File: src/rtl/lsu_pkg.sv
// Shared encodings for the load/store controller: access codes, FSM states
// and the alignment rule applied when a request is accepted.
package lsu_pkg;

    localparam logic [2:0] LD_LW  = 3'b000;
    localparam logic [2:0] LD_LH  = 3'b001;
    localparam logic [2:0] LD_LB  = 3'b010;
    localparam logic [2:0] LD_LHU = 3'b011;
    localparam logic [2:0] LD_LBU = 3'b100;

    localparam logic [1:0] ST_SW = 2'b00;
    localparam logic [1:0] ST_SH = 2'b01;
    localparam logic [1:0] ST_SB = 2'b10;

    typedef enum logic [2:0] {
        S_IDLE = 3'd0,
        S_REQ  = 3'd1,
        S_WAIT = 3'd2,
        S_DONE = 3'd3,
        S_ERR  = 3'd4
    } state_t;

    // Undefined load codes fall back to word alignment; the reserved store size always faults.
    function automatic logic misaligned(input logic we, input logic [2:0] memsel,
                                        input logic [1:0] stsel, input logic [1:0] off);
        logic bad;
        bad = 1'b0;
        if (we) begin
            case (stsel)
                ST_SW:   bad = (off != 2'b00);
                ST_SH:   bad = off[0];
                ST_SB:   bad = 1'b0;
                default: bad = 1'b1;
            endcase
        end else begin
            case (memsel)
                LD_LH, LD_LHU: bad = off[0];
                LD_LB, LD_LBU: bad = 1'b0;
                default:       bad = (off != 2'b00);
            endcase
        end
        return bad;
    endfunction

endpackage

File: src/rtl/ld_format.sv
// Load formatter: shifts the returned word down by the byte offset and
// sign/zero-extends it according to the load code. Purely combinational.
module ld_format
    import lsu_pkg::*;
(
    input  logic [31:0] mem_rdata,
    input  logic [1:0]  off,
    input  logic [2:0]  Memsel,
    output logic [31:0] result
);

    logic [31:0] sh;

    assign sh = mem_rdata >> {off, 3'b000};

    always_comb begin
        result = '0;
        case (Memsel)
            LD_LW:   result = sh;
            LD_LH:   result = {{16{sh[15]}}, sh[15:0]};
            LD_LHU:  result = {16'h0000, sh[15:0]};
            LD_LB:   result = {{24{sh[7]}}, sh[7:0]};
            LD_LBU:  result = {24'h000000, sh[7:0]};
            default: result = '0;
        endcase
    end

endmodule

File: src/rtl/lsu_ctrl.sv
// Single-outstanding load/store controller: captures a request, checks alignment,
// drives a req/gnt memory port and formats load data; watchdog bounds the read wait.
module lsu_ctrl
    import lsu_pkg::*;
#(
    parameter int N       = 32,
    parameter int TIMEOUT = 255
) (
    input  logic         clk,
    input  logic         rst,
    input  logic         start,
    input  logic         we,
    input  logic [2:0]   Memsel,
    input  logic [1:0]   Stsel,
    input  logic [31:0]  addr,
    input  logic [N-1:0] wdata,
    output logic         busy,
    output logic         done,
    output logic [N-1:0] rdata,
    output logic         fault,
    output logic         bus_err,
    output logic         mem_req,
    output logic         mem_we,
    output logic [31:0]  mem_addr,
    output logic [3:0]   mem_be,
    output logic [N-1:0] mem_wdata,
    input  logic         mem_gnt,
    input  logic         mem_rvalid,
    input  logic [N-1:0] mem_rdata
);

    localparam int CW = $clog2(TIMEOUT + 1);

    state_t         state_q, state_d;
    logic [CW-1:0]  cnt_q, cnt_d;
    logic [N-1:0]   rdata_q, rdata_d;
    logic           berr_q, berr_d;
    logic           we_q;
    logic [2:0]     memsel_q;
    logic [1:0]     stsel_q;
    logic [31:0]    addr_q;
    logic [N-1:0]   wdata_q;
    logic           capture_en;
    logic [31:0]    fmt_data;

    ld_format u_ld_format (
        .mem_rdata (mem_rdata),
        .off       (addr_q[1:0]),
        .Memsel    (memsel_q),
        .result    (fmt_data)
    );

    always_ff @(posedge clk) begin
        if (rst) begin
            state_q  <= S_IDLE;
            cnt_q    <= '0;
            rdata_q  <= '0;
            berr_q   <= 1'b0;
            we_q     <= 1'b0;
            memsel_q <= '0;
            stsel_q  <= '0;
            addr_q   <= '0;
            wdata_q  <= '0;
        end else begin
            state_q <= state_d;
            cnt_q   <= cnt_d;
            rdata_q <= rdata_d;
            berr_q  <= berr_d;
            if (capture_en) begin
                we_q     <= we;
                memsel_q <= Memsel;
                stsel_q  <= Stsel;
                addr_q   <= addr;
                wdata_q  <= wdata;
            end
        end
    end

    always_comb begin
        state_d    = state_q;
        cnt_d      = '0;
        rdata_d    = rdata_q;
        berr_d     = berr_q;
        capture_en = 1'b0;
        case (state_q)
            S_IDLE: begin
                berr_d = 1'b0;
                if (start) begin
                    capture_en = 1'b1;
                    state_d    = misaligned(we, Memsel, Stsel, addr[1:0]) ? S_ERR : S_REQ;
                end
            end
            S_REQ: begin
                if (mem_gnt) begin
                    state_d = we_q ? S_DONE : S_WAIT;
                end
            end
            S_WAIT: begin
                // rvalid on the final watchdog cycle still counts as a good load.
                if (mem_rvalid) begin
                    rdata_d = fmt_data;
                    state_d = S_DONE;
                end else if (cnt_q == CW'(TIMEOUT - 1)) begin
                    rdata_d = '0;
                    berr_d  = 1'b1;
                    state_d = S_DONE;
                end else begin
                    cnt_d = cnt_q + CW'(1);
                end
            end
            S_DONE:  state_d = S_IDLE;
            S_ERR:   state_d = S_IDLE;
            default: state_d = S_IDLE;
        endcase
    end

    always_comb begin
        mem_be    = 4'b1111;
        mem_wdata = wdata_q;
        if (we_q) begin
            case (stsel_q)
                ST_SH: begin
                    mem_be    = 4'b0011 << addr_q[1:0];
                    mem_wdata = {2{wdata_q[15:0]}};
                end
                ST_SB: begin
                    mem_be    = 4'b0001 << addr_q[1:0];
                    mem_wdata = {4{wdata_q[7:0]}};
                end
                default: ;
            endcase
        end
    end

    assign busy     = (state_q != S_IDLE);
    assign done     = (state_q == S_DONE) || (state_q == S_ERR);
    assign fault    = (state_q == S_ERR);
    assign bus_err  = (state_q == S_DONE) && berr_q;
    assign mem_req  = (state_q == S_REQ);
    assign mem_we   = (state_q == S_REQ) && we_q;
    assign mem_addr = {addr_q[31:2], 2'b00};
    assign rdata    = rdata_q;

endmodule

File: config.mk
export PLATFORM = sky130hd
export DESIGN_NAME = lsu_ctrl
export DESIGN_NICKNAME = d
export VERILOG_FILES = /design/src/rtl/lsu_pkg.sv /design/src/rtl/ld_format.sv /design/src/rtl/lsu_ctrl.sv
export SDC_FILE = /design/constraint.sdc
export NUM_CORES = 1
export LEC_CHECK = 0
export CAP_MARGIN = 0
export CORE_MARGIN = 5
export CORE_UTILIZATION = 47
export DETAILED_ROUTE_END_ITERATION = 7
export GPL_ROUTABILITY_DRIVEN = 0
export GPL_TIMING_DRIVEN = 1
export PLACE_DENSITY = 0.85
export SYNTH_ARGS = -nofsm -noshare
export SYNTH_HDL_FRONTEND = slang
export SYNTH_SLANG_ARGS = --single-unit
File: constraint.sdc
create_clock -name clk -period 4.36 [get_ports clk]
set_input_delay 0.654 -clock clk [delete_from_list [all_inputs] [get_ports clk]]
set_output_delay 0.654 -clock clk [all_outputs]
set_load 0.1 [all_outputs]
# Yosys cells after proc, flatten, opt, wreduce, memory -nomap -nowiden

Cells that the tools add are included.

Add/sub/neg operators: 1
Bitwise operators: 1
Shift operators: 3
Multiplexer cells: 24
Equality and inequality tests: 22
Reductions and logical operators: 16

Operators by type and width:

| operator              | number |
|---|---|
| $pmux W32 S5          | 1 |
| $mux W32              | 3 |
| $pmux W32 S2          | 1 |
| $shr A32 B5 Y32       | 1 |
| $eq A3 B2 Y1 const B  | 6 |
| $mux W3               | 5 |
| $eq A3 B1 Y1 const B  | 3 |
| $eq A3 B3 Y1 const B  | 3 |
| $pmux W3 S3           | 1 |
| $add A8 B1 Y8 const B | 1 |
| $eq A8 B8 Y1 const B  | 1 |
| $mux W1               | 8 |
| $pmux W4 S2           | 1 |
| $logic_not A3 Y1      | 2 |
| $ne A2 B2 Y1 const B  | 3 |
| $reduce_and A3 Y1     | 2 |
| $reduce_bool A2 Y1    | 3 |
| $eq A2 B1 Y1 const B  | 2 |
| $eq A2 B2 Y1 const B  | 2 |
| $mux W4               | 1 |
| $pmux W1 S2           | 2 |
| $reduce_or A2 Y1      | 2 |
| $reduce_or A4 Y1      | 1 |
| $shl A1 B2 Y4 const A | 1 |
| 10 further kinds      | 11 |

Word-level logic and storage cells: 76
Register bits after elaboration: 114
Input bits: 107
Output and inout bits: 106

# Depth between registers and ports, before layout

Gate-level depths: netlist of run 1.

Depth after elaboration: 9
Gate-level depth with buffers: 7
Depth with buffers taken out: 6

# Cells and area by module

Synthesis of run 1 repeated with hierarchy kept, for this count alone.

Cells, all modules: 669
Area, all modules: 5652.9 um^2

Modules (own cells, without submodules):

| module    | instances | seq. area each (um^2) | cells an instance | area an instance (um^2) |
|---|---|---|---|---|
| lsu_ctrl  | 1         | 2282.2                | 556               | 4698.3 |
| ld_format | 1         | 0.0                   | 113               | 954.7 |

# Least setup slack after synthesis of run 1

OpenSTA, ideal clock, no wires.

Path type: reg2out
From: register state_q[0]
To: output port done
Setup slack: 0.036 ns
Buffers on the path: 1
Stages on the path, launching flop included: 4
Arrival: 3.670 ns
Required time: 3.706 ns
Path through: dfxtp_1 buf_2 nor3b_1 o21bai_1

Longest elaborated chain between the ends: 2
Elaborated cells between the ends (all ways): 3
Classes of those cells: eq/ne (2); reduce/logical (1)

Ends and longest elaborated chain:

| what                   | RTL line        | text |
|---|---|---|
| start, declared        | lsu_ctrl.sv:34  | `state_t state_q, state_d;` |
| start signal, assigned | lsu_ctrl.sv:65  | `state_q <= state_d;` |
| $eq A3 B3 Y1           | --              |  |
| net fault              | lsu_ctrl.sv:20  | `output logic fault,` |
| $logic_or A1 B1 Y1     | lsu_ctrl.sv:136 | `assign done = (state_q == S_DONE) \|\| (state_q == S_ERR);` |
| end, declared          | lsu_ctrl.sv:18  | `output logic done,` |

The timed path passes the listed nets, and every way through them passes these cells.

# Final worst setup path of run 1

From: register state_q[2]
To: output port busy

Longest elaborated chain between the ends: 1

Ends and longest elaborated chain:

| what               | RTL line        | text |
|---|---|---|
| $reduce_bool A3 Y1 | lsu_ctrl.sv:135 | `assign busy = (state_q != S_IDLE);` |
| end, declared      | lsu_ctrl.sv:17  | `output logic busy,` |

Every way passes these cells.

==> summary.md, run 1 <==
| Metric | Value |
|---|---|
| Final setup vio count | `0` |
| Unrepaired setup endpoints after global routing | `no` |
| Ys flop type | `dfxtp_1` |
| Worst Max-Slew Pin Slew | `1090 ps` |
| Leak | `0.00290 uW` |
| Cell Area, Synth | `5430 um2` |
| Die H | `117 um` |
| Register-to-register setup slack | `1780 ps` |
| Post-synthesis register bit count | `114` |
| Clk Latency, worst-skew pair | `410 ps` |
| GR Overflow Total | `0` |
| Die area | `13,800 um2` |
| FFs w/ async S/R, synth | `0%` |
| Share of cells above drive strength 1 | `10.9%` |
| Clock net sink count | `114` |
| Max-cap violations | `0` |
| Max Fclk | `0.313 GHz` |
| Post-synthesis xor/xnor area fraction | `1.13%` |
| CP cell instances | `nor3_1 > inv_1 > clkdlybuf4s50_1` |
| Max Clock Skew | `7.12 ps` |
| Area Growth Syn to Fin | `43.4%` |
| WL final | `16,500 um` |
| Worst vdd ir | `0.392 mV` |
| WP data arrival | `2540 ps` |
| Hold Path Class | `flop to flop` |
| Core footprint | `11,400 um2` |
| Post-CTS Setup Bufs | `0` |
| Placed insts | `937` |
| H-tree Lvls | `4` |
| Synth warnings | `0` |
| Initial DRC count | `372` |
| Die Span X | `117 um` |
| Worst-path maximum fanout | `9` |
| Number of synthesized flops with an enable pin | `0` |
| Vias in the first global route | `5,205` |
| Drt wl/cell | `17.0 um` |
| Distinct cells, synth | `50` |
| Drt via density | `5.43` |
| Worst path required time | `3710 ps` |
| CP max stage delay | `1020 ps` |
| Compound-Gate Fraction of Synth Area | `21.9%` |
| Top cells by count, synth | `162 x nand2_1, 114 x dfxtp_1, 93 x a21oi_1` |
| Area leader, netlist | `dfxtp_1` |
| Max Root-Sink Buffers | `2` |
| Gate Count Post-Synth | `666` |
| Kind of cell adding the most delay to the critical path | `buffers and inverters` |
| Fin. Hold Viols | `0` |
| Hold Path Depth | `2` |
| Setup crit start kind | `flop` |
| Global-route usage over all layers | `23.0%` |
| Port Buf Inserts | `210` |
| Minimum clock period | `3190 ps` |
| Buf+Inv Stages, Crit Path | `2` |
| Root buffer cell | `clkbuf_16` |
| Fin Setup TNS | `0 ps` |
| Num CTS Buffers | `17` |
| Status | `finished clean` |
| CTS tree | `built` |
| Cells on worst reg2reg path | `5` |
| Worst Setup End Kind | `output pin` |
| Worst R2R Start | `state_q[2]` |
| CTS clk-pin slew, worst paths | `50 ps` |
| Post-route DRC | `0` |
| Post-route insts no fill | `970` |
| Post-synth top area share | `42.0%` |
| Pwr/cell area | `472 nW/um2` |
| Post-Synth Adder-Cell Area | `0.922%` |
| Critical path launch point | `state_q[2]` |
| Final net count | `924` |
| Initial antenna violation count | `1` |
| Mux cell area share after synthesis | `5.00%` |
| Drt first pass iters | `5` |
| Pin count of the biggest net entering global routing | `86` |
| Tot Pwr | `3670 uW` |
| Post-CTS Resized | `0` |
| Slowest cell on crit path | `clkdlybuf4s50_1` |
| Most frequent cell after synthesis | `nand2_1` |
| Final worst-path cycle share | `73.3%` |
| DP HPWL | `12,000 um` |
| Global-route wire length before repair | `26,000 um` |
| # hold bufs at CTS | `0` |
| Levels on crit path | `3` |
| Max Slew Vio Count | `0` |
| Initial Util | `47.7%` |
| Largest family of logic cells by synthesized area | `compound AO/OA/AOI/OAI gates` |
| Min-Delay Startpoint | `addr_q[2]` |
| Path type of the worst setup path | `flop to output pin` |
| Via Count | `5,269` |
| Seq/Total Area, Yosys | `42.0%` |
| Simple-Gate Fraction of Synth Area | `18.5%` |
| Mean Syn Cell Area | `8.15 um2` |
| Cell types occupying the most area after synthesis | `dfxtp_1 42%, nand2_1 11%, a21oi_1 8.6%, buf_4 5.9%, mux2i_1 3.1%` |
| Post-DRT Antenna Nets | `0` |
| Row count | `39` |
| Max-slew headroom | `26.2%` |
| I/O pins | `213` |
[worst paths after layout]
kind                                     to
worst max-delay path                   busy
worst max register to register  wdata_q[23]
worst min-delay path              addr_q[2]
worst min register to register    addr_q[2]
[layer usage]
| layer | global-route usage, % | part of all wire, % | vias to the layer above |
|---|---|---|---|
| met5 | 0 | 0 | - |
| li1 | - | - | 2560 |
| met2 | 38.2 | 49 | 246 |
| met3 | 7.59 | 8.6 | 37 |
| met1 | 26.9 | 39 | 2426 |
| met4 | 10.2 | 3.4 | 0 |
[state kept, by name, indices dropped and copies added, names as in the netlist]
name	cells
stsel_q	2
we_q	1
cnt_q	8
addr_q	32
wdata_q	32
rdata	32
berr_q	1
state_q	3
memsel_q	3
[per-stage QoR]
step,utilization [%],hold slack (ps),setup slack [ps],area [um2]
2_1_floorplan,-,430,36.3,5430
3_3_place_gp,62.9,442,1680,7150
3_5_place_dp,62.9,447,1560,7150
4_1_cts,68.4,455,1180,7780
5_1_grt,68.5,476,1040,7780
6_report,68.5,452,1170,7780
[cells by family after synthesis]
logic type                 count (synthesis)
AOI/OAI and AO/OA                        187
xor gates and xnor gates                   7
adders and majority gates                  4
buffers and inverters                     97
DFF                                      114
muxes                                     25
other                                      1
and+or+nand+nor                          231
[power breakdown]
part / switching, uW / leakage [uW] / internal [uW]
registers: 53.3 / 0.000930 / 1110
logic: 752 / 0.00166 / 294
clock network: 464 / 0.000306 / 996
[placed cells by master (no fill, tap or decap), types with 6 or more instances in the layout]
cell and count:
a211o_2 6, a21oi_1 93, a22o_1 16, a22oi_1 8, buf_4 33, clkbuf_16 17
clkdlybuf4s50_1 182, dfxtp_1 114, inv_1 8, mux2_2 7, mux2i_1 17, nand2_1 161
nand3b_1 10, nor2_1 26, nor3_1 8, o211ai_1 8, o21ai_0 28, o2bb2ai_1 8
[worst reg2reg max path, cell delays in order, from the launching register on]
cell and delay (ps):
dfxtp_1 380, nor3_1 580, and2_2 910, buf_4 400
nand2_1 80, a21oi_1 150
[layout make-up]
type / count / area (um2)
repair buffers: 216 / 2070
well taps: 143 / 179
diodes: 1 / 2.50
multi-input cells: 456 / 2590
clock inverters: 10 / 155
fillers: 939 / 3580
flip-flops and latches: 114 / 2280
inverters: 8 / 30.0
clock buffers: 22 / 474
(Power assumes the default switching activity.)
==> inputs of run 2 (changes only) <==
--- a/config.mk
+++ b/config.mk
@@ -7,11 +7,11 @@
 export LEC_CHECK = 0
 export CAP_MARGIN = 0
 export CORE_MARGIN = 5
-export CORE_UTILIZATION = 47
+export CORE_UTILIZATION = 40
 export DETAILED_ROUTE_END_ITERATION = 7
 export GPL_ROUTABILITY_DRIVEN = 0
 export GPL_TIMING_DRIVEN = 1
-export PLACE_DENSITY = 0.85
+export PLACE_DENSITY = 0.77
 export SYNTH_ARGS = -nofsm -noshare
 export SYNTH_HDL_FRONTEND = slang
 export SYNTH_SLANG_ARGS = --single-unit
==> constraint.sdc (replaced) <==
create_clock -name clk -period 2.8 [get_ports clk]
set_input_delay 0.42 -clock clk [delete_from_list [all_inputs] [get_ports clk]]
set_output_delay 0.42 -clock clk [all_outputs]
set_load 0.1 [all_outputs]
==> run 2 against run 1 <==
  * Utilization down 7.8 points
  * Power rose by 57%
  * Sequential power grew 56%
  * Highest routed layer unchanged
  * Critical path depth rose by 3
  * Sequential share of layout area down 1.0 points
  * Register-to-register slack got worse by 1100 ps
  * Global-route usage shrank 2.9 points
  * Cell area is 3.6% higher
  * Clock skew is essentially flat
  * First-iteration DRC count decreased by 31%
==> summary.md, run 2 (synthesized netlist as in run 1, its figures left out) <==
| Metric | Value |
|---|---|
| Status | `finished clean` |
| Max Slew Vio Count | `0 (unchanged)` |
| CTS tree | `built` |
| Core footprint | `13,300 um2 (+17%)` |
| Max-cap violations | `0 (unchanged)` |
| Share of cells above drive strength 1 | `22.0% (+11 points)` |
| Root buffer cell | `clkbuf_16` |
| WL met2 | `8110 um (+1.3%)` |
| Metal1 wirelength | `6800 um (+5.0%)` |
| CTS clk-pin slew, worst paths | `50 ps (about the same)` |
| Max Root-Sink Buffers | `2 (unchanged)` |
| Drt first pass iters | `4 (-1)` |
| Die area | `16,000 um2 (+16%)` |
| Worst Max-Slew Pin Slew | `1050 ps (-46.6 ps)` |
| Die Span X | `126 um (+7.7%)` |
| Port Buf Inserts | `210 (unchanged)` |
| Commonest non-fill, non-tap cell in the layout | `nand2_1` |
| DP HPWL | `12,000 um (-0.49%)` |
| Final net count | `931 (+0.76%)` |
| Pin count of the biggest net entering global routing | `56 (-35%)` |
| Unrepaired setup endpoints after global routing | `no` |
| Minimum clock period | `2640 ps` |
| Global-route wire length before repair | `25,700 um (-1.2%)` |
| Cells on worst reg2reg path | `4 (-1)` |
| Worst hold margin | `452 ps (+0.698 ps)` |
| Pwr/cell area | `716 nW/um2 (+52%)` |
| Area Growth Syn to Fin | `48.5%` |
| Fin. Hold Viols | `0 (unchanged)` |
| Max Clock Skew | `7.33 ps (+0.211 ps)` |
| Global-route usage over all layers | `20.1% (-2.9 points)` |
| Max-slew headroom | `29.3% (+3.2 points)` |
| Post-DRT Antenna Nets | `0 (unchanged)` |
| Drt via density | `5.10 (-6.1%)` |
| Worst vdd ir | `0.508 mV (+29%)` |
| Post-CTS Resized | `0 (unchanged)` |
| Commonest cells after routing, fill and taps aside | `161 x nand2_1, 114 x dfxtp_1, 105 x clkdlybuf4s50_1, 93 x a21oi_1, 89 x buf_4` |
| Die H | `126 um (+7.7%)` |
| Row count | `42 (+7.7%)` |
| Met3 routed wirelength | `1360 um (-3.8%)` |
| Worst path required time | `2380 ps (-1330 ps)` |
| Drt wl/cell | `16.4 um (-3.3%)` |
| Path type of the worst setup path | `flop to output pin` |
| Final worst-path cycle share | `94.4%` |
| H-tree Lvls | `4 (unchanged)` |
| Initial antenna violation count | `0 (-1)` |
| Post-Place Cell Area | `7440 um2 (+4.1%)` |
| Num CTS Buffers | `17 (unchanged)` |
| Post-route DRC | `0 (unchanged)` |
| Clock net sink count | `114 (unchanged)` |
| Post-route cell area | `8060 um2 (+3.6%)` |
| Initial DRC count | `256 (-31%)` |
| I/O pins | `213 (unchanged)` |
| Final setup vio count | `0 (unchanged)` |
| Post-CTS Setup Bufs | `0 (unchanged)` |
| Max Fclk | `0.378 GHz` |
| Clk Latency, worst-skew pair | `410 ps (about the same)` |
| Worst-path maximum fanout | `12 (+3)` |
| # hold bufs at CTS | `0 (unchanged)` |
| Via Count | `5,149 (-2.3%)` |
| Worst Setup End Kind | `output pin` |
| Hold Path Class | `flop to flop` |
| Hold Path Depth | `2 (unchanged)` |
| WL final | `16,600 um (+0.56%)` |
| Setup crit start kind | `flop` |
| Vias in the first global route | `5,034 (-3.3%)` |
| Initial Util | `40.8% (-6.9 points)` |
| GR Overflow Total | `0 (unchanged)` |
| Leak | `0.00319 uW (+10%)` |
| WP data arrival | `2220 ps (-320 ps)` |
| DR top layer | `met4` |
## run 2: changes by cell type in the layout (fill, tap and decap cells not counted), sizes merged
| cell | before | now |
|---|---|---|
| clkbuf | 22 | 23 |
| clkdlybuf4s50 | 182 | 105 |
| buf | 34 | 118 |
| bufinv | 4 | 3 |
| clkinvlp | 2 | 0 |
| clkinv | 4 | 5 |
## run 2: routing by layer
layer / vias up / global-route usage [%]
met5: - / 0
met4: 0 / 6.94
met3: 26 / 7.06
met2: 172 / 33.1
met1: 2384 / 24.3
li1: 2567 / -
## run 2: final cells by class
cell class | count | area [um2]
Fill cell | 1173 | 5230
Antenna cell | 1 | 2.50
Inverter | 8 | 30.0
Tap cell | 176 | 220
Sequential cell | 114 | 2280
Clock buffer | 23 | 488
Multi-Input combinational cell | 456 | 2630
Clock inverter | 8 | 126
Timing Repair Buffer | 223 | 2280
## run 2: critical path, stage by stage, from the launching register on
cell and delay, ps:
dfxtp_1 320, inv_1 60, ha_1 440, nor2_1 70, nor2_1 440, a22o_1 280, buf_12 190
## run 2: final timing paths
check        startpoint       endpoint  slack, ps
max          stsel_q[0]  mem_wdata[23]        160
min reg2reg   addr_q[7]      addr_q[7]        450
max reg2reg   addr_q[1]       rdata[8]        640
min           addr_q[7]      addr_q[7]        450
## run 2: stage by stage
step           power, uW  setup TNS (ps)  util (%)  instances  setup slack (ps)
2_1_floorplan       3090            -477         -        667              -208
3_3_place_gp        3550               0      56.0        977               275
3_5_place_dp        3570               0      56.0        977               331
4_1_cts             5810               0      60.6       1008               153
5_1_grt             5980               0      60.6       1008              26.8
6_report            5770               0      60.6       1009               158
## run 2: power by group
group          switching, uW  internal [uW]  total (uW)
Combinational           1190            529        1720
Sequential              87.2           1730        1820
Clock                    744           1490        2230
Total                   2020           3750        5770
